$ cat config.mk
export PLATFORM = sky130hd
export DESIGN_NAME = elevator_scan_ctrl
export DESIGN_NICKNAME = d
export VERILOG_FILES = /design/src/rtl/elevator_pkg.sv /design/src/rtl/elevator_call_latch.sv /design/src/rtl/elevator_scan_ctrl.sv
export SDC_FILE = /design/constraint.sdc
export NUM_CORES = 1
export LEC_CHECK = 0
export ABC_AREA = 1
export CAP_MARGIN = 40
export CORE_MARGIN = 3
export CORE_UTILIZATION = 50
export DETAILED_ROUTE_END_ITERATION = 10
export PLACE_DENSITY = 0.74
export SLEW_MARGIN = 25
export SYNTH_ARGS = -nofsm -noshare
export SYNTH_HDL_FRONTEND = slang
export SYNTH_SLANG_ARGS = --single-unit
$ cat constraint.sdc
create_clock -name clk -period 3.9 [get_ports clk]
set_input_delay 0.78 -clock clk [delete_from_list [all_inputs] [get_ports clk]]
set_output_delay 0.78 -clock clk [all_outputs]
set_load 0.05 [all_outputs]
$ cat src/rtl/elevator_pkg.sv
// Shared encodings for the SCAN elevator controller: FSM states and the
// actuator command values driven onto the engine and door outputs.
package elevator_pkg;

    typedef enum logic [2:0] {
        ST_IDLE      = 3'd0,
        ST_MOVE_UP   = 3'd1,
        ST_MOVE_DOWN = 3'd2,
        ST_OPEN      = 3'd3,
        ST_WAIT      = 3'd4,
        ST_CLOSE     = 3'd5
    } state_t;

    localparam logic [1:0] ENGINE_IDLE = 2'd0;
    localparam logic [1:0] ENGINE_DOWN = 2'd1;
    localparam logic [1:0] ENGINE_UP   = 2'd2;

    localparam logic [1:0] DOOR_IDLE  = 2'd0;
    localparam logic [1:0] DOOR_OPEN  = 2'd1;
    localparam logic [1:0] DOOR_CLOSE = 2'd2;

endpackage

$ cat src/rtl/elevator_call_latch.sv
// Per-floor call lamps (cabin, hall-up, hall-down) with set-over-clear
// priority, plus the position reductions the SCAN FSM decides on:
// calls above/below/at the current floor and beyond the neighbouring floors.
module elevator_call_latch
    import elevator_pkg::*;
#(
    parameter int FLOORS  = 8,
    parameter int FLOOR_W = $clog2(FLOORS)
) (
    input  logic               clk,
    input  logic               reset,
    input  logic [FLOOR_W-1:0] floor,
    input  logic               hold_here,
    input  logic [FLOORS-1:0]  btn_num_in,
    input  logic [FLOORS-1:0]  btn_up_out,
    input  logic [FLOORS-1:0]  btn_down_out,
    input  logic [FLOORS-1:0]  clr_in,
    input  logic [FLOORS-1:0]  clr_up,
    input  logic [FLOORS-1:0]  clr_down,
    output logic [FLOORS-1:0]  lamp_in,
    output logic [FLOORS-1:0]  lamp_up,
    output logic [FLOORS-1:0]  lamp_down,
    output logic               above,
    output logic               below,
    output logic               here,
    output logic               above_beyond,
    output logic               below_beyond
);

    logic [FLOORS-1:0] pending;
    logic [FLOORS-1:0] gt_cur;
    logic [FLOORS-1:0] lt_cur;
    logic [FLOORS-1:0] gt_next;
    logic [FLOORS-1:0] lt_next;
    logic [FLOORS-1:0] allow;
    logic [FLOORS-1:0] up_ok;
    logic [FLOORS-1:0] down_ok;

    // Position masks relative to the current floor and to its neighbours.
    // A press at the current floor while the door is open is already served,
    // so it is masked out of the set path.
    genvar gi;
    generate
        for (gi = 0; gi < FLOORS; gi++) begin : g_floor
            assign gt_cur[gi]  = (gi > int'(floor));
            assign lt_cur[gi]  = (gi < int'(floor));
            assign gt_next[gi] = (gi > int'(floor) + 1);
            assign lt_next[gi] = (gi + 1 < int'(floor));
            assign allow[gi]   = !(hold_here && (gi == int'(floor)));
        end
    endgenerate

    // No up call exists at the top floor and no down call at the ground floor.
    assign up_ok   = allow & ~(FLOORS'(1) << (FLOORS - 1));
    assign down_ok = allow & ~FLOORS'(1);

    assign pending      = lamp_in | lamp_up | lamp_down;
    assign above        = |(pending & gt_cur);
    assign below        = |(pending & lt_cur);
    assign here         = pending[floor];
    assign above_beyond = |(pending & gt_next);
    assign below_beyond = |(pending & lt_next);

    // Lamp registers: a new press wins over a service clear on the same edge.
    always_ff @(posedge clk or negedge reset) begin
        if (!reset) begin
            lamp_in   <= '0;
            lamp_up   <= '0;
            lamp_down <= '0;
        end else begin
            lamp_in   <= (lamp_in   & ~clr_in)   | (btn_num_in   & allow);
            lamp_up   <= (lamp_up   & ~clr_up)   | (btn_up_out   & up_ok);
            lamp_down <= (lamp_down & ~clr_down) | (btn_down_out & down_ok);
        end
    end

endmodule

$ cat src/rtl/elevator_scan_ctrl.sv
// SCAN (collective) elevator car controller: serves latched calls in the
// current direction before reversing, times floor travel and door dwell,
// and drives registered engine/door/indicator outputs.
module elevator_scan_ctrl
    import elevator_pkg::*;
#(
    parameter int FLOORS        = 8,
    parameter int FLOOR_W       = $clog2(FLOORS),
    parameter int TRAVEL_CYCLES = 16,
    parameter int DOOR_CYCLES   = 32
) (
    input  logic               clk,
    input  logic               reset,
    input  logic               open_btn,
    input  logic               close_btn,
    input  logic               overload,
    input  logic [FLOORS-1:0]  btn_num_in,
    input  logic [FLOORS-1:0]  btn_up_out,
    input  logic [FLOORS-1:0]  btn_down_out,
    output logic [1:0]         engine,
    output logic [1:0]         door,
    output logic [FLOOR_W-1:0] level_display,
    output logic               dir_up,
    output logic [FLOORS-1:0]  lamp_in,
    output logic [FLOORS-1:0]  lamp_up,
    output logic [FLOORS-1:0]  lamp_down
);

    localparam int TRAVEL_W = (TRAVEL_CYCLES > 2) ? $clog2(TRAVEL_CYCLES) : 1;
    localparam int DOOR_W   = (DOOR_CYCLES > 2) ? $clog2(DOOR_CYCLES) : 1;
    // Counters run down to zero, so loading N-1 gives exactly N cycles.
    localparam logic [TRAVEL_W-1:0] TRAVEL_LOAD = TRAVEL_W'(TRAVEL_CYCLES - 1);
    localparam logic [DOOR_W-1:0]   DOOR_LOAD   = DOOR_W'(DOOR_CYCLES - 1);

    state_t              state;
    logic [FLOOR_W-1:0]  floor;
    logic [TRAVEL_W-1:0] travel_cnt;
    logic [DOOR_W-1:0]   dwell_cnt;

    logic [FLOOR_W-1:0]  floor_up;
    logic [FLOOR_W-1:0]  floor_down;
    logic [FLOORS-1:0]   oh_cur;
    logic [FLOORS-1:0]   oh_up;
    logic [FLOORS-1:0]   oh_down;
    logic                travel_done;
    logic                stop_up;
    logic                stop_down;
    logic                flip_up;
    logic                flip_down;
    logic                hold_here;
    logic                above;
    logic                below;
    logic                here;
    logic                above_beyond;
    logic                below_beyond;
    logic [FLOORS-1:0]   clr_in;
    logic [FLOORS-1:0]   clr_up;
    logic [FLOORS-1:0]   clr_down;

    assign level_display = floor;
    assign hold_here     = (state == ST_OPEN) || (state == ST_WAIT);

    // Neighbour floors are only consulted while moving toward them, so the
    // wrap at the shaft ends is never used.
    assign floor_up    = floor + FLOOR_W'(1);
    assign floor_down  = floor - FLOOR_W'(1);
    assign oh_cur      = FLOORS'(1) << floor;
    assign oh_up       = FLOORS'(1) << floor_up;
    assign oh_down     = FLOORS'(1) << floor_down;
    assign travel_done = (travel_cnt == '0);

    // Stop at the arriving floor for a cabin call, a same-direction hall call,
    // or when nothing lies further on; in the last case an opposite hall call
    // there is picked up and the service direction reverses.
    assign flip_up   = !above_beyond && lamp_down[floor_up];
    assign stop_up   = lamp_in[floor_up] || lamp_up[floor_up] || !above_beyond;
    assign flip_down = !below_beyond && lamp_up[floor_down];
    assign stop_down = lamp_in[floor_down] || lamp_down[floor_down] || !below_beyond;

    elevator_call_latch #(
        .FLOORS  (FLOORS),
        .FLOOR_W (FLOOR_W)
    ) u_calls (
        .clk          (clk),
        .reset        (reset),
        .floor        (floor),
        .hold_here    (hold_here),
        .btn_num_in   (btn_num_in),
        .btn_up_out   (btn_up_out),
        .btn_down_out (btn_down_out),
        .clr_in       (clr_in),
        .clr_up       (clr_up),
        .clr_down     (clr_down),
        .lamp_in      (lamp_in),
        .lamp_up      (lamp_up),
        .lamp_down    (lamp_down),
        .above        (above),
        .below        (below),
        .here         (here),
        .above_beyond (above_beyond),
        .below_beyond (below_beyond)
    );

    // Service clears: lamps are dropped on the edge that opens the door.
    always_comb begin
        clr_in   = '0;
        clr_up   = '0;
        clr_down = '0;
        case (state)
            ST_IDLE: begin
                if (here) begin
                    clr_in   = oh_cur;
                    clr_up   = oh_cur;
                    clr_down = oh_cur;
                end
            end
            ST_MOVE_UP: begin
                if (travel_done && stop_up) begin
                    clr_in = oh_up;
                    clr_up = oh_up;
                    if (flip_up) begin
                        clr_down = oh_up;
                    end
                end
            end
            ST_MOVE_DOWN: begin
                if (travel_done && stop_down) begin
                    clr_in   = oh_down;
                    clr_down = oh_down;
                    if (flip_down) begin
                        clr_up = oh_down;
                    end
                end
            end
            default: ;
        endcase
    end

    // Car FSM with travel/dwell timing and registered actuator commands.
    always_ff @(posedge clk or negedge reset) begin
        if (!reset) begin
            state      <= ST_IDLE;
            floor      <= '0;
            dir_up     <= 1'b1;
            travel_cnt <= '0;
            dwell_cnt  <= '0;
            engine     <= ENGINE_IDLE;
            door       <= DOOR_IDLE;
        end else begin
            case (state)
                ST_IDLE: begin
                    if (here) begin
                        state <= ST_OPEN;
                        door  <= DOOR_OPEN;
                    end else if (dir_up && above) begin
                        state      <= ST_MOVE_UP;
                        engine     <= ENGINE_UP;
                        travel_cnt <= TRAVEL_LOAD;
                    end else if (below) begin
                        state      <= ST_MOVE_DOWN;
                        engine     <= ENGINE_DOWN;
                        dir_up     <= 1'b0;
                        travel_cnt <= TRAVEL_LOAD;
                    end else if (above) begin
                        state      <= ST_MOVE_UP;
                        engine     <= ENGINE_UP;
                        dir_up     <= 1'b1;
                        travel_cnt <= TRAVEL_LOAD;
                    end
                end
                ST_MOVE_UP: begin
                    if (travel_done) begin
                        floor <= floor_up;
                        if (stop_up) begin
                            state  <= ST_OPEN;
                            engine <= ENGINE_IDLE;
                            door   <= DOOR_OPEN;
                            if (flip_up) begin
                                dir_up <= 1'b0;
                            end
                        end else begin
                            travel_cnt <= TRAVEL_LOAD;
                        end
                    end else begin
                        travel_cnt <= travel_cnt - TRAVEL_W'(1);
                    end
                end
                ST_MOVE_DOWN: begin
                    if (travel_done) begin
                        floor <= floor_down;
                        if (stop_down) begin
                            state  <= ST_OPEN;
                            engine <= ENGINE_IDLE;
                            door   <= DOOR_OPEN;
                            if (flip_down) begin
                                dir_up <= 1'b1;
                            end
                        end else begin
                            travel_cnt <= TRAVEL_LOAD;
                        end
                    end else begin
                        travel_cnt <= travel_cnt - TRAVEL_W'(1);
                    end
                end
                ST_OPEN: begin
                    state     <= ST_WAIT;
                    door      <= DOOR_IDLE;
                    dwell_cnt <= DOOR_LOAD;
                end
                ST_WAIT: begin
                    // Open request and overload both restart the dwell and
                    // take priority over a close request.
                    if (overload || open_btn) begin
                        dwell_cnt <= DOOR_LOAD;
                    end else if (close_btn || (dwell_cnt == '0)) begin
                        state <= ST_CLOSE;
                        door  <= DOOR_CLOSE;
                    end else begin
                        dwell_cnt <= dwell_cnt - DOOR_W'(1);
                    end
                end
                ST_CLOSE: begin
                    if (open_btn || overload) begin
                        state <= ST_OPEN;
                        door  <= DOOR_OPEN;
                    end else begin
                        state <= ST_IDLE;
                        door  <= DOOR_IDLE;
                    end
                end
                default: begin
                    state  <= ST_IDLE;
                    engine <= ENGINE_IDLE;
                    door   <= DOOR_IDLE;
                end
            endcase
        end
    end

endmodule

Word-level counts from Yosys, hierarchy flattened

Cells that the tools add are included.

Bits in registers: 44
Output and inout bits: 32

$add $sub $neg: 5
Magnitude comparators: 25
Equal/unequal tests: 29
Shifts and indexed selects: 3
Multiplexer cells: 80
Bitwise operators: 19
Reductions and logical operators: 49

Operator list:

| operator              | count |
|---|---|
| $gt A4 B32 Y1 const A | 4 |
| $pmux W8 S3           | 3 |
| $gt A3 B32 Y1 const A | 2 |
| $and A8 B8 Y8         | 7 |
| $mux W8               | 7 |
| $or A8 B8 Y8          | 5 |
| $mux W3               | 12 |
| $gt A1 B32 Y1 const A | 1 |
| $gt A2 B32 Y1 const A | 1 |
| $mux W2               | 16 |
| $mux W4               | 8 |
| $reduce_or A8 Y1      | 4 |
| $not A8 Y8            | 3 |
| $shl A1 B3 Y8 const A | 3 |
| $bmux W1 S3           | 7 |
| $reduce_and A7 Y1     | 3 |
| $ne A2 B2 Y1 const B  | 10 |
| $mux W1               | 18 |
| $pmux W3 S6           | 1 |
| $and A8 B7 Y8         | 2 |
| $logic_and A1 B1 Y1   | 13 |
| $eq A3 B3 Y1 const A  | 4 |
| $gt A3 B3 Y1 const A  | 4 |
| $lt A3 B4 Y1 const B  | 3 |
| 40 further kinds      | 69 |

Depth between registers and ports, before layout

Gate-level depths: netlist of the first run.

Word-level depth: 12
Depth in mapped cells: 17

By module

From an unflattened synthesis of the first run, not the netlist that was laid out.

Cells, all modules: 600
Area total of the unflattened synthesis: 3871.2 um^2

Modules (own cells, without submodules):

| module              | instances | cells an instance | area an instance (um^2) |
|---|---|---|---|
| elevator_scan_ctrl  | 1         | 386               | 2379.8 |
| elevator_call_latch | 1         | 214               | 1491.4 |

Worst setup path after synthesis of the first run

No wires, ideal clock.

Path type: reg2reg
Start point: reg floor[0], in the netlist level_display[0]
End point: reg travel_cnt[3]
Data arrival time: 2.519 ns
Setup slack: 1.264 ns
Stages on the path, launching flop included: 15
Buffers on the path: 2
Period minus slack after synthesis: 2.636 ns
Cell sequence: dfrtp_1 > inv_1 > buf_4 > ha_1 > buf_2 > inv_1 > nand3_1 > nand3_1 > nand2_1 > nor2_4 > nor2_4 > a21oi_4 > nand2_2 > nand2_1 > nand2_1

Word-level cells in the longest chain between the ends: 8
Elaborated cells on any way between the ends: 59

RTL lines:

| what                                        | RTL line                  | RTL |
|---|---|---|
| from (decl)                                 | elevator_scan_ctrl.sv:36  | `logic [FLOOR_W-1:0] floor;` |
| from (signal assigned)                      | elevator_scan_ctrl.sv:173 | `floor <= floor_up;` |
| from (signal assigned)                      | elevator_scan_ctrl.sv:190 | `floor <= floor_down;` |
| $add A3 B1 Y4                               | elevator_call_latch.sv:47 | `assign gt_next[gi] = (gi > int'(floor) + 1);` |
| $gt A1 B32 Y1, or another cell as far along | elevator_call_latch.sv:47 |  |
| $and A8 B8 Y8                               | elevator_call_latch.sv:61 | `assign above_beyond = \|(pending & gt_next);` |
| $reduce_or A8 Y1                            | elevator_call_latch.sv:61 |  |
| $logic_not A1 Y1                            | elevator_scan_ctrl.sv:76  | `assign stop_up = lamp_in[floor_up] \|\| lamp_up[floor_up] \|\| !above_beyond;` |
| $logic_or A1 B1 Y1                          | elevator_scan_ctrl.sv:76  |  |
| $ne A3 B3 Y1 (no line)                      | -                         |  |
| $reduce_and A5 Y1 (no line)                 | -                         |  |
| to (signal assigned)                        | elevator_scan_ctrl.sv:185 | `travel_cnt <= travel_cnt - TRAVEL_W'(1);` |
| to (signal assigned)                        | elevator_scan_ctrl.sv:202 | `travel_cnt <= travel_cnt - TRAVEL_W'(1);` |
| to (decl)                                   | elevator_scan_ctrl.sv:37  | `logic [TRAVEL_W-1:0] travel_cnt;` |

Several ways; a longest one is shown, not always the timed one. The select of a mux whose other input is x is not followed.
A chain may end at the register's enable or synchronous reset.

Worst setup path after layout of the first run

Start point: reg floor[0], in the netlist level_display[0]
End point: reg travel_cnt[2]

The elaborated chain is that of the path after synthesis.

==> run summary, run 1 <==
====================================================================================
Synth Instances                                                                  636
Post-Synthesis Mean Instance Area                                           6.13 um2
Ratio of cells with drive above 1 in the final layout                          6.59%
Resized cells post-CTS                                                             0
Critical-path top delay cell                                            sky130_fd_sc_hd__dfrtp_1
Nets                                                                             740
Number of max-slew violations in the final report                                  0
Core box area                                                            0.00741 mm2
Antenna violations before repair                                                   0
Pin count of the biggest net entering global routing                              31
Register-to-Register Path Depth                                                   15
Final setup TNS                                                                 0 ps
Total DRC errors in the routed layout                                              0
TritonCTS clock tree                                                             yes
Horizontal die dimension                                                     94.3 um
Proportion of synthesized flip-flops having asynchronous set or reset           100%
Count of endpoints failing hold in the final timing report                         0
H-tree levels                                                                      2
Capturing element of the worst setup path                               travel_cnt[2]$_DFFE_PN0P_
Crit path time final                                                         3200 ps
Final worst-path setup slack                                                  704 ps
Library cells used by synthesis                                                   35
Leading cell types in the layout, fill and taps excluded                223 x sky130_fd_sc_hd__nand2_1, 95 x sky130_fd_sc_hd__nand3_1, 88 x sky130_fd_sc_hd__inv_1
Post-Synthesis Net Count                                                         679
R2R Path End                                                            travel_cnt[2]$_DFFE_PN0P_
Worst-margin pin slew                                                         605 ps
Worst setup path category                                               flop to flop
MaxCap Viol Count                                                                  0
Standby leakage power                                                        2.58 nW
Highest cell delay on the worst timing path                                   640 ps
Site row count                                                                    31
Area of the mapped netlist                                               0.00390 mm2
Residual overflow from global routing                                              0
Most frequent cell on the critical path                                 sky130_fd_sc_hd__nand2_1
Number of clock sinks                                                             44
Number of routed nets with antenna violations                                      0
Later-pin clock latency in the skew report                                    300 ps
Maximum number of buffers from clock root to sink                                  2
Number of hold-repair buffers added at the cts stage                               0
Synth warn                                                                         0
Leading cell type in the layout, fill and taps excluded                 sky130_fd_sc_hd__nand2_1
Number of global-route vias before repair                                       4243
Dpl cells                                                                        789
Vias per cell                                                                   5.58
Clock Root Buffer                                                       sky130_fd_sc_hd__clkbuf_8
Detailed-routing iteration count for the pre-antenna-repair pass                   5
Required time of the critical path                                           4100 ps
I/O pins                                                                          61
Commonest register cell after synthesis                                 sky130_fd_sc_hd__dfrtp_1
Number of antenna cells inserted                                                   0
Reg-to-reg setup timing slack                                                 700 ps
Crit path arrival time                                                       3400 ps
CP Capture Type                                                                 flop
Number of storage elements in the synthesis netlist                               44
Critical Path Source Type                                                       flop
Wire per inst                                                                16.1 um
First-pass GRT wire length                                                   21.1 mm
Power density relative to cell area                                       764 mW/mm2
HPWL Detailed                                                                10.1 mm
Maximum clock rate                                                         0.313 GHz
Vias post-DR                                                                    4444
Maximum resistive drop on vdd                                               0.441 mV
Global routing usage summed across all routing layers                          30.7%
Class of the tightest hold or removal check                             input pin to async pin
Violation count after the first detailed-route iteration                         421
Headroom to the max-slew limit                                                 59.7%
RSZ-0062 raised after global routing                                           false
Die height                                                                   94.3 um
CTS clock-pin slew for the worst setup and hold paths                          90 ps
Biggest fanout along the worst timing path                                        14
Initial core utilization                                                       52.6%
Number of standard cells in the layout, taps in and fillers out                  797
Setup slack after placement                                                   779 ps
Final hold slack                                                              388 ps
Beginning of the critical path                                          level_display[0]$_DFFE_PN0P_
Fin crit share                                                                 81.9%
Worst r2r src                                                           level_display[0]$_DFFE_PN0P_
Worst-path cell chain                                                   inv_1, buf_4, ha_1, nor2_1, nand2_1, nand2_1, o21ai_0, nand2_1, nand3_4, nand2_2, inv_2, nor2_4, nand2_2, nand2_1, nand2_1
Gpl congestion                                                                  1.00
Signed area change from the synthesized netlist to the final layout            20.2%
Area of the die                                                          0.00889 mm2
Post-CTS Setup Repair Bufs                                                         0
Outcome                                                                    completed
Number of buffers created by CTS                                                   5
Finish-stage setup viols                                                           0
Input/output buffers                                                              58
Count of flip-flops with a built-in enable after synthesis                         0
Worst clock skew                                                             9.77 ps
Final-layout fill cell count                                                     687
WL final                                                                     12.8 mm
Fraction of the yosys area taken by sequential cells                           28.3%
====================================================================================
==> layer usage <==
layer | share of wire [%] | global-route usage [%] | wire (um) | vias up
met2 | 46 | 49.1 | 5940 | 215
met1 | 43 | 43.1 | 5540 | 2063
met4 | 1.9 | 8.06 | 243 | 0
li1 | - | - | - | 2142
met3 | 8.4 | 4.81 | 1070 | 24
met5 | 0 | 0 | 0 | -
==> worst min-delay path by stage <==
| stage | startpoint | to |
|---|---|---|
| floorplan | travel_cnt[1]$_DFFE_PN0P_ | travel_cnt[1]$_DFFE_PN0P_ |
| global placement | travel_cnt[1]$_DFFE_PN0P_ | travel_cnt[1]$_DFFE_PN0P_ |
| detailed placement | door[1]$_DFFE_PN0P_ | door[1]$_DFFE_PN0P_ |
| CTS | reset | u_calls.lamp_in[3]$_DFF_PN0_ |
| global route | reset | u_calls.lamp_in[3]$_DFF_PN0_ |
| finish | reset | u_calls.lamp_up[0]$_DFF_PN0_ |
==> Yosys cell counts, types with 2 or more instances <==
cell / count / share of area [%]
sky130_fd_sc_hd__inv_2: 6 / 0.58
sky130_fd_sc_hd__a21oi_1: 6 / 0.77
sky130_fd_sc_hd__o21ai_1: 11 / 1.4
sky130_fd_sc_hd__buf_6: 5 / 1.4
sky130_fd_sc_hd__inv_1: 88 / 8.5
sky130_fd_sc_hd__a31oi_1: 2 / 0.32
sky130_fd_sc_hd__nand3_1: 95 / 12
sky130_fd_sc_hd__xor2_1: 2 / 0.45
sky130_fd_sc_hd__clkinv_1: 2 / 0.19
sky130_fd_sc_hd__nand2_1: 223 / 21
sky130_fd_sc_hd__dfrtp_1: 43 / 28
sky130_fd_sc_hd__o21ai_0: 14 / 1.8
sky130_fd_sc_hd__o211ai_1: 2 / 0.39
sky130_fd_sc_hd__and2_1: 2 / 0.32
sky130_fd_sc_hd__nor3_1: 2 / 0.26
sky130_fd_sc_hd__nand3_2: 4 / 1.0
sky130_fd_sc_hd__nand4_1: 23 / 3.7
sky130_fd_sc_hd__or2_2: 2 / 0.32
sky130_fd_sc_hd__buf_2: 3 / 0.39
sky130_fd_sc_hd__o21ai_2: 3 / 0.67
sky130_fd_sc_hd__nor2_4: 5 / 1.4
sky130_fd_sc_hd__ha_1: 14 / 4.5
sky130_fd_sc_hd__nor2_1: 66 / 6.4
sky130_fd_sc_hd__nand2_2: 2 / 0.32
==> power breakdown <==
part / leakage, nW / switching, mW / total, mW / internal (mW)
sequential: 0.454 / 0.144 / 0.721 / 0.577
clock: 0.0548 / 0.178 / 0.371 / 0.193
combinational: 2.07 / 1.73 / 2.49 / 0.752
==> logic make-up after synthesis <==
logic type	count (synthesis)	share of synthesized area (%)
AND/OR/NAND/NOR	427	48.3
buffers and inverters	108	11.8
flip-flops	44	28.3
AO/OA/AOI/OAI	39	5.78
adder cells (fa/ha/maj)	14	4.50
XOR/XNOR	4	1.28
==> sequential cells by signal, summed over array words and instances, names as in the netlist <==
name               flops
door                   2
state                  3
u_calls.lamp_up        8
u_calls.lamp_down      8
travel_cnt             4
level_display          3
dir_up                 1
u_calls.lamp_in        8
engine                 2
dwell_cnt              5
==> worst max-delay path, delay by kind of cell (launching register included) <==
family                   cells  cell delay [ps]
adder cells (fa/ha/maj)      1              480
AND/OR/NAND/NOR             10             1380
AO/OA/AOI/OAI                1               80
buffers and inverters        3              490
flip-flops                   1              640
==> area by class of cell <==
| class | instances | area, um2 | area share (%) |
|---|---|---|---|
| flip-flops and latches | 44 | 1100 | 23.5 |
| well taps | 99 | 124 | 2.65 |
| clock buffers | 5 | 68.8 | 1.47 |
| repair buffers | 66 | 648 | 13.8 |
| clock inverters | 3 | 46.3 | 0.989 |
| inverters | 96 | 360 | 7.70 |
| multi-input cells | 484 | 2330 | 49.8 |
==> through the flow <==
| stage | cell area [um2] | utilization [%] | total power [mW] |
|---|---|---|---|
| floorplan | 3900 | - | 2.55 |
| global placement | 4550 | 61.4 | 3.11 |
| detailed placement | 4570 | 61.6 | 3.16 |
| CTS | 4680 | 63.2 | 3.55 |
| global route | 4680 | 63.2 | 3.90 |
| finish | 4680 | 63.2 | 3.58 |
Power figures use the tool's default switching activity.
==> run 2: changes to the inputs <==
Clock period 3.9 ns to 3.3 ns, I/O delays scaled along.
==> run 2 against run 1 <==
Via count increased by 0.45%. Cell count is 0.50% higher. Clock skew increased by 1.5 ps. Non-clock buffer count up 4. Utilization up 0.17 points. Final area is 0.27% higher. Sequential power rose by 16%. Hold slack worse by 44 ps. Combinational power increased by 22%. Global-route usage is 0.12 points lower.
==> run summary, run 2 (synthesis gave the netlist of run 1 again) <==
==================================================================================
Number of hold-repair buffers added at the cts stage                             0   unchanged
Leading cell types in the layout, fill and taps excluded              223 x sky130_fd_sc_hd__nand2_1, 95 x sky130_fd_sc_hd__nand3_1, 88 x sky130_fd_sc_hd__inv_1
Antenna violations before repair                                                 0   unchanged
Worst-margin pin slew                                                       598 ps   -7.44 ps
Number of routed nets with antenna violations                                    0   unchanged
Residual overflow from global routing                                            0   unchanged
I/O pins                                                                        61   unchanged
Register-to-Register Path Depth                                                 11   -4
Violation count after the first detailed-route iteration                       428   +1.7%
Crit path time final                                                       2900 ps   -292 ps
Site row count                                                                  31   unchanged
Worst setup path category                                             flop to flop
Number of buffers created by CTS                                                 5   unchanged
Maximum resistive drop on vdd                                             0.500 mV   +13%
Biggest fanout along the worst timing path                                      12   -2
Maximum clock rate                                                       0.344 GHz   +10%
Initial core utilization                                                     52.6%   unchanged
Class of the tightest hold or removal check                           input pin to async pin
Power density relative to cell area                                     901 mW/mm2   +18%
Final setup TNS                                                               0 ps   unchanged
Finish-stage setup viols                                                         0   unchanged
Input/output buffers                                                            58   unchanged
H-tree levels                                                                    2   unchanged
Reg-to-reg setup timing slack                                               400 ps   -310 ps
Leading cell type in the layout, fill and taps excluded               sky130_fd_sc_hd__nand2_1
Headroom to the max-slew limit                                               60.2%   +0.50 points
Later-pin clock latency in the skew report                                  310 ps   about the same
RSZ-0062 raised after global routing                                         false
Horizontal die dimension                                                   94.3 um   unchanged
Gpl congestion                                                               0.982   -2.0%
Number of global-route vias before repair                                     4171   -1.7%
Wire per inst                                                              16.0 um   -0.16%
Post-CTS Setup Repair Bufs                                                       0   unchanged
Standby leakage power                                                      2.59 nW   +0.48%
Critical Path Source Type                                                     flop
Area of the die                                                        0.00889 mm2   unchanged
R2R Path End                                                          u_calls.lamp_up[7]$_DFF_PN0_
MaxCap Viol Count                                                                0   unchanged
Resized cells post-CTS                                                           0   unchanged
Final standard cell area without fillers                               0.00469 mm2   +0.27%
Worst r2r src                                                         level_display[1]$_DFFE_PN0P_
Nets                                                                           744   +0.54%
HPWL Detailed                                                              10.2 mm   +1.1%
Global routing usage summed across all routing layers                        30.6%   -0.12 points
Vias post-DR                                                                  4464   +0.45%
Registers with the highest flip-flop counts                           u_calls.lamp_down (8), u_calls.lamp_in (8), u_calls.lamp_up (8)
Placement-stage cell area                                              0.00460 mm2   +0.82%
Pin count of the biggest net entering global routing                            25   -19%
Outcome                                                                  completed
WL final                                                                   12.8 mm   +0.34%
Vias per cell                                                                 5.57   about the same
Die height                                                                 94.3 um   unchanged
Ratio of cells with drive above 1 in the final layout                        7.12%   +0.53 points
Signed area change from the synthesized netlist to the final layout          20.5%
Crit path arrival time                                                     3100 ps   -300 ps
Core box area                                                          0.00741 mm2   unchanged
Detailed-routing iteration count for the pre-antenna-repair pass                 6   +1
Number of clock sinks                                                           44   unchanged
First-pass GRT wire length                                                 20.8 mm   -1.4%
TritonCTS clock tree                                                           yes
Fin crit share                                                               88.0%   +6.1 points
Count of endpoints failing hold in the final timing report                       0   unchanged
Number of antenna cells inserted                                                 0   unchanged
CP Capture Type                                                               flop
Required time of the critical path                                         3500 ps   -600 ps
Final hold slack                                                            344 ps   -43.6 ps
CTS clock-pin slew for the worst setup and hold paths                        90 ps   about the same
Total DRC errors in the routed layout                                            0   unchanged
Number of max-slew violations in the final report                                0   unchanged
Maximum number of buffers from clock root to sink                                2   unchanged
Clock Root Buffer                                                     sky130_fd_sc_hd__clkbuf_8
Worst clock skew                                                           11.3 ps   +1.50 ps
==================================================================================
run 2: metrics by stage:
stage	power, mW	instances	util [%]	setup slack [ps]
2_1_floorplan	3.01	636	-	664
3_3_place_gp	3.74	792	61.8	486
3_5_place_dp	3.80	793	62.2	475
4_1_cts	4.17	801	63.4	464
5_1_grt	4.58	801	63.4	182
6_report	4.23	801	63.4	396
run 2: cell type report:
type | count | area, um2
Timing Repair Buffer | 70 | 686
Clock inverter | 3 | 21.3
Multi-Input combinational cell | 484 | 2330
Clock buffer | 5 | 68.8
Fill cell | 700 | 2710
Inverter | 96 | 360
Sequential cell | 44 | 1100
Tap cell | 99 | 124
run 2: worst max-delay path, cell delays in order (launching register included):
cell	delay (ps)
sky130_fd_sc_hd__dfrtp_1	720
sky130_fd_sc_hd__inv_2	180
sky130_fd_sc_hd__ha_1	540
sky130_fd_sc_hd__inv_1	210
sky130_fd_sc_hd__nand3_1	140
sky130_fd_sc_hd__nand3_1	80
sky130_fd_sc_hd__nand2_1	100
sky130_fd_sc_hd__nand3_1	260
sky130_fd_sc_hd__inv_1	260
sky130_fd_sc_hd__nand3_1	150
sky130_fd_sc_hd__nand2_1	110
sky130_fd_sc_hd__nor3_1	50
run 2: worst max path at each step:
stage	start	end	slack [ps]	depth (start not counted)
6_report	level_display[1]$_DFFE_PN0P_	u_calls.lamp_up[7]$_DFF_PN0_	400	11
3_5_place_dp	level_display[1]$_DFFE_PN0P_	travel_cnt[0]$_DFFE_PN0P_	480	16
3_3_place_gp	level_display[1]$_DFFE_PN0P_	u_calls.lamp_up[7]$_DFF_PN0_	490	11
5_1_grt	level_display[1]$_DFFE_PN0P_	u_calls.lamp_down[4]$_DFF_PN0_	180	13
4_1_cts	level_display[1]$_DFFE_PN0P_	travel_cnt[0]$_DFFE_PN0P_	460	16
2_1_floorplan	level_display[0]$_DFFE_PN0P_	travel_cnt[3]$_DFFE_PN0P_	660	14
run 2: per-layer routing:
metal	GRT usage, %	up-vias	share of wire (%)
met5	0	-	0
met4	12.0	0	3.6
met3	4.57	42	7.8
met2	47.0	219	44
met1	43.0	2062	45
li1	-	2141	-
run 2: power breakdown:
part	internal (mW)	switching [mW]	total (mW)
Combinational	0.931	2.10	3.03
Clock	0.151	0.211	0.362
Sequential	0.682	0.155	0.837
Total	1.76	2.46	4.23
==> run 3: changes to the inputs <==
--- a/config.mk
+++ b/config.mk
@@ -13,2 +13,3 @@
 export PLACE_DENSITY = 0.74
+export RECOVER_POWER = 50
 export SLEW_MARGIN = 25
--- a/constraint.sdc
+++ b/constraint.sdc
@@ -3,2 +3,2 @@
 set_output_delay 0.66 -clock clk [all_outputs]
-set_load 0.05 [all_outputs]
+set_load 0.1 [all_outputs]
==> run 3 against run 2 <==
Utilization decreased by 2.3 points. Combinational power increased by 7%. Clock skew about the same. Via count decreased by 0.56%. Sequential share of layout area increased by 0.88 points. Clock power about the same. Power increased by 4.8%. Largest power group unchanged. Setup slack got worse by 38 ps. Largest cell class unchanged.
==> run summary, run 3 (synthesis gave the netlist of run 1 again) <==
==================================================================================
WL final                                                                   12.8 mm   -0.40%
Crit path time final                                                       2940 ps   +38.4 ps
Clock Root Buffer                                                     sky130_fd_sc_hd__clkbuf_8
Antenna violations before repair                                                 0   unchanged
Later-pin clock latency in the skew report                                  310 ps   about the same
Most frequent cell on the critical path                               sky130_fd_sc_hd__nand3_1
Vias post-DR                                                                  4439   -0.56%
Number of clock sinks                                                           44   unchanged
Signed area change from the synthesized netlist to the final layout          16.2%
Worst-path cell chain                                                 inv_2, ha_1, inv_1, nand3_1, nand3_1, nand2_1, nand3_1, inv_1, nand3_1, nand2_1, nor3_1
Vias per cell                                                                 5.54   -0.56%
Number of standard cells in the layout, taps in and fillers out                801   unchanged
Worst-margin pin slew                                                      1330 ps   +735 ps
Dpl cells                                                                      793   unchanged
CP Capture Type                                                               flop
Horizontal die dimension                                                   94.3 um   unchanged
Resized cells post-CTS                                                           0   unchanged
Core box area                                                          0.00741 mm2   unchanged
Power density relative to cell area                                     979 mW/mm2   +8.7%
Die height                                                                 94.3 um   unchanged
Site row count                                                                  31   unchanged
Final setup TNS                                                               0 ps   unchanged
Residual overflow from global routing                                            0   unchanged
Ratio of cells with drive above 1 in the final layout                        8.97%   +1.9 points
Outcome                                                                  completed
Number of routed nets with antenna violations                                    0   unchanged
Total DRC errors in the routed layout                                            0   unchanged
Number of max-slew violations in the final report                                0   unchanged
Crit path buf inv count                                                          3   unchanged
Beginning of the critical path                                        level_display[1]$_DFFE_PN0P_
Leading cell types in the layout, fill and taps excluded              223 x sky130_fd_sc_hd__nand2_1, 95 x sky130_fd_sc_hd__nand3_1, 88 x sky130_fd_sc_hd__inv_1
Number of buffers created by CTS                                                 5   unchanged
Gpl congestion                                                               0.934   -4.9%
Gate family responsible for the most delay along the worst path       simple AND/OR/NAND/NOR gates
MaxCap Viol Count                                                                0   unchanged
HPWL Detailed                                                              10.2 mm   +0.42%
Number of hold-repair buffers added at the cts stage                             0   unchanged
Post-CTS Setup Repair Bufs                                                       0   unchanged
Area of the die                                                        0.00889 mm2   unchanged
Leading cell type in the layout, fill and taps excluded               sky130_fd_sc_hd__nand2_1
Input/output buffers                                                            58   unchanged
Crit path arrival time                                                     3140 ps   +40 ps
Biggest fanout along the worst timing path                                      12   unchanged
Required time of the critical path                                         3490 ps   about the same
CTS clock-pin slew for the worst setup and hold paths                        90 ps   about the same
Highest cell delay on the worst timing path                                 730 ps   about the same
Class of the tightest hold or removal check                           input pin to async pin
I/O pins                                                                        61   unchanged
Worst clock skew                                                           11.0 ps   -0.300 ps
Detailed-routing iteration count for the pre-antenna-repair pass                 5   -1
Maximum number of buffers from clock root to sink                                2   unchanged
Critical-path top delay cell                                          sky130_fd_sc_hd__dfrtp_1
Worst setup path category                                             flop to flop
Initial core utilization                                                     52.6%   unchanged
TritonCTS clock tree                                                           yes
Overall power after layout                                                 4.43 mW   +4.8%
Number of global-route vias before repair                                     4225   +1.3%
Maximum resistive drop on vdd                                             0.544 mV   +8.7%
First-pass GRT wire length                                                 20.7 mm   -0.50%
RSZ-0062 raised after global routing                                         false
Number of antenna cells inserted                                                 0   unchanged
Standby leakage power                                                      2.53 nW   -2.4%
H-tree levels                                                                    2   unchanged
Nets                                                                           744   unchanged
Headroom to the max-slew limit                                               11.1%   -49 points
Maximum clock rate                                                       0.340 GHz   -1.3%
Final-layout fill cell count                                                   749   +7.0%
Finish-stage setup viols                                                         0   unchanged
Global routing usage summed across all routing layers                        30.5%   -0.070 points
Pin count of the biggest net entering global routing                            22   -12%
Core occupancy in the finished layout                                        61.1%   -2.3 points
Worst r2r src                                                         level_display[1]$_DFFE_PN0P_
Critical Path Source Type                                                     flop
Wire per inst                                                              16.0 um   -0.40%
Fin crit share                                                               89.2%   +1.2 points
Violation count after the first detailed-route iteration                       570   +33%
Registers with the highest flip-flop counts                           u_calls.lamp_down (8), u_calls.lamp_in (8), u_calls.lamp_up (8)
Count of endpoints failing hold in the final timing report                       0   unchanged
==================================================================================
-- run 3: cell type report --
cell class | instances | area, um2 | share of cell area (%)
well taps | 99 | 124 | 2.74
clock buffers | 5 | 68.8 | 1.52
repair buffers | 70 | 517 | 11.4
clock inverters | 3 | 21.3 | 0.470
multi-input cells | 484 | 2330 | 51.5
inverters | 96 | 360 | 7.96
flip-flops and latches | 44 | 1100 | 24.4
-- run 3: worst paths after layout --
kind	to	slack, ps	cells after the start
worst max-delay path	u_calls.lamp_up[7]$_DFF_PN0_	360	11
worst min-delay path	u_calls.lamp_down[7]$_DFF_PN0_	210	1
worst max register to register	u_calls.lamp_up[7]$_DFF_PN0_	360	11
worst min register to register	travel_cnt[2]$_DFFE_PN0P_	480	2
max in group asynchronous	u_calls.lamp_in[6]$_DFF_PN0_	890	3
min in group clk	travel_cnt[2]$_DFFE_PN0P_	480	2
-- run 3: power by group --
part	leakage [nW]	switching (mW)	total [mW]	internal [mW]
sequential	0.454	0.158	0.840	0.682
clock	0.0445	0.211	0.362	0.151
combinational	2.03	2.35	3.23	0.878
-- run 3: per-layer routing --
| metal | global-route usage [%] | up-vias | wire (um) |
|---|---|---|---|
| met3 | 4.57 | 32 | 1180 |
| met1 | 41.2 | 2026 | 5350 |
| li1 | - | 2141 | - |
| met5 | 0 | - | 0 |
| met4 | 11.0 | 0 | 297 |
| met2 | 49.3 | 240 | 5960 |
-- run 3: metrics by stage --
step	area, um2	setup slack, ps	hold WS [ps]
3_5_place_dp	4540	489	463
4_1_cts	4630	489	175
5_1_grt	4530	199	230
2_1_floorplan	3900	307	364
6_report	4530	358	210
3_3_place_gp	4490	445	453
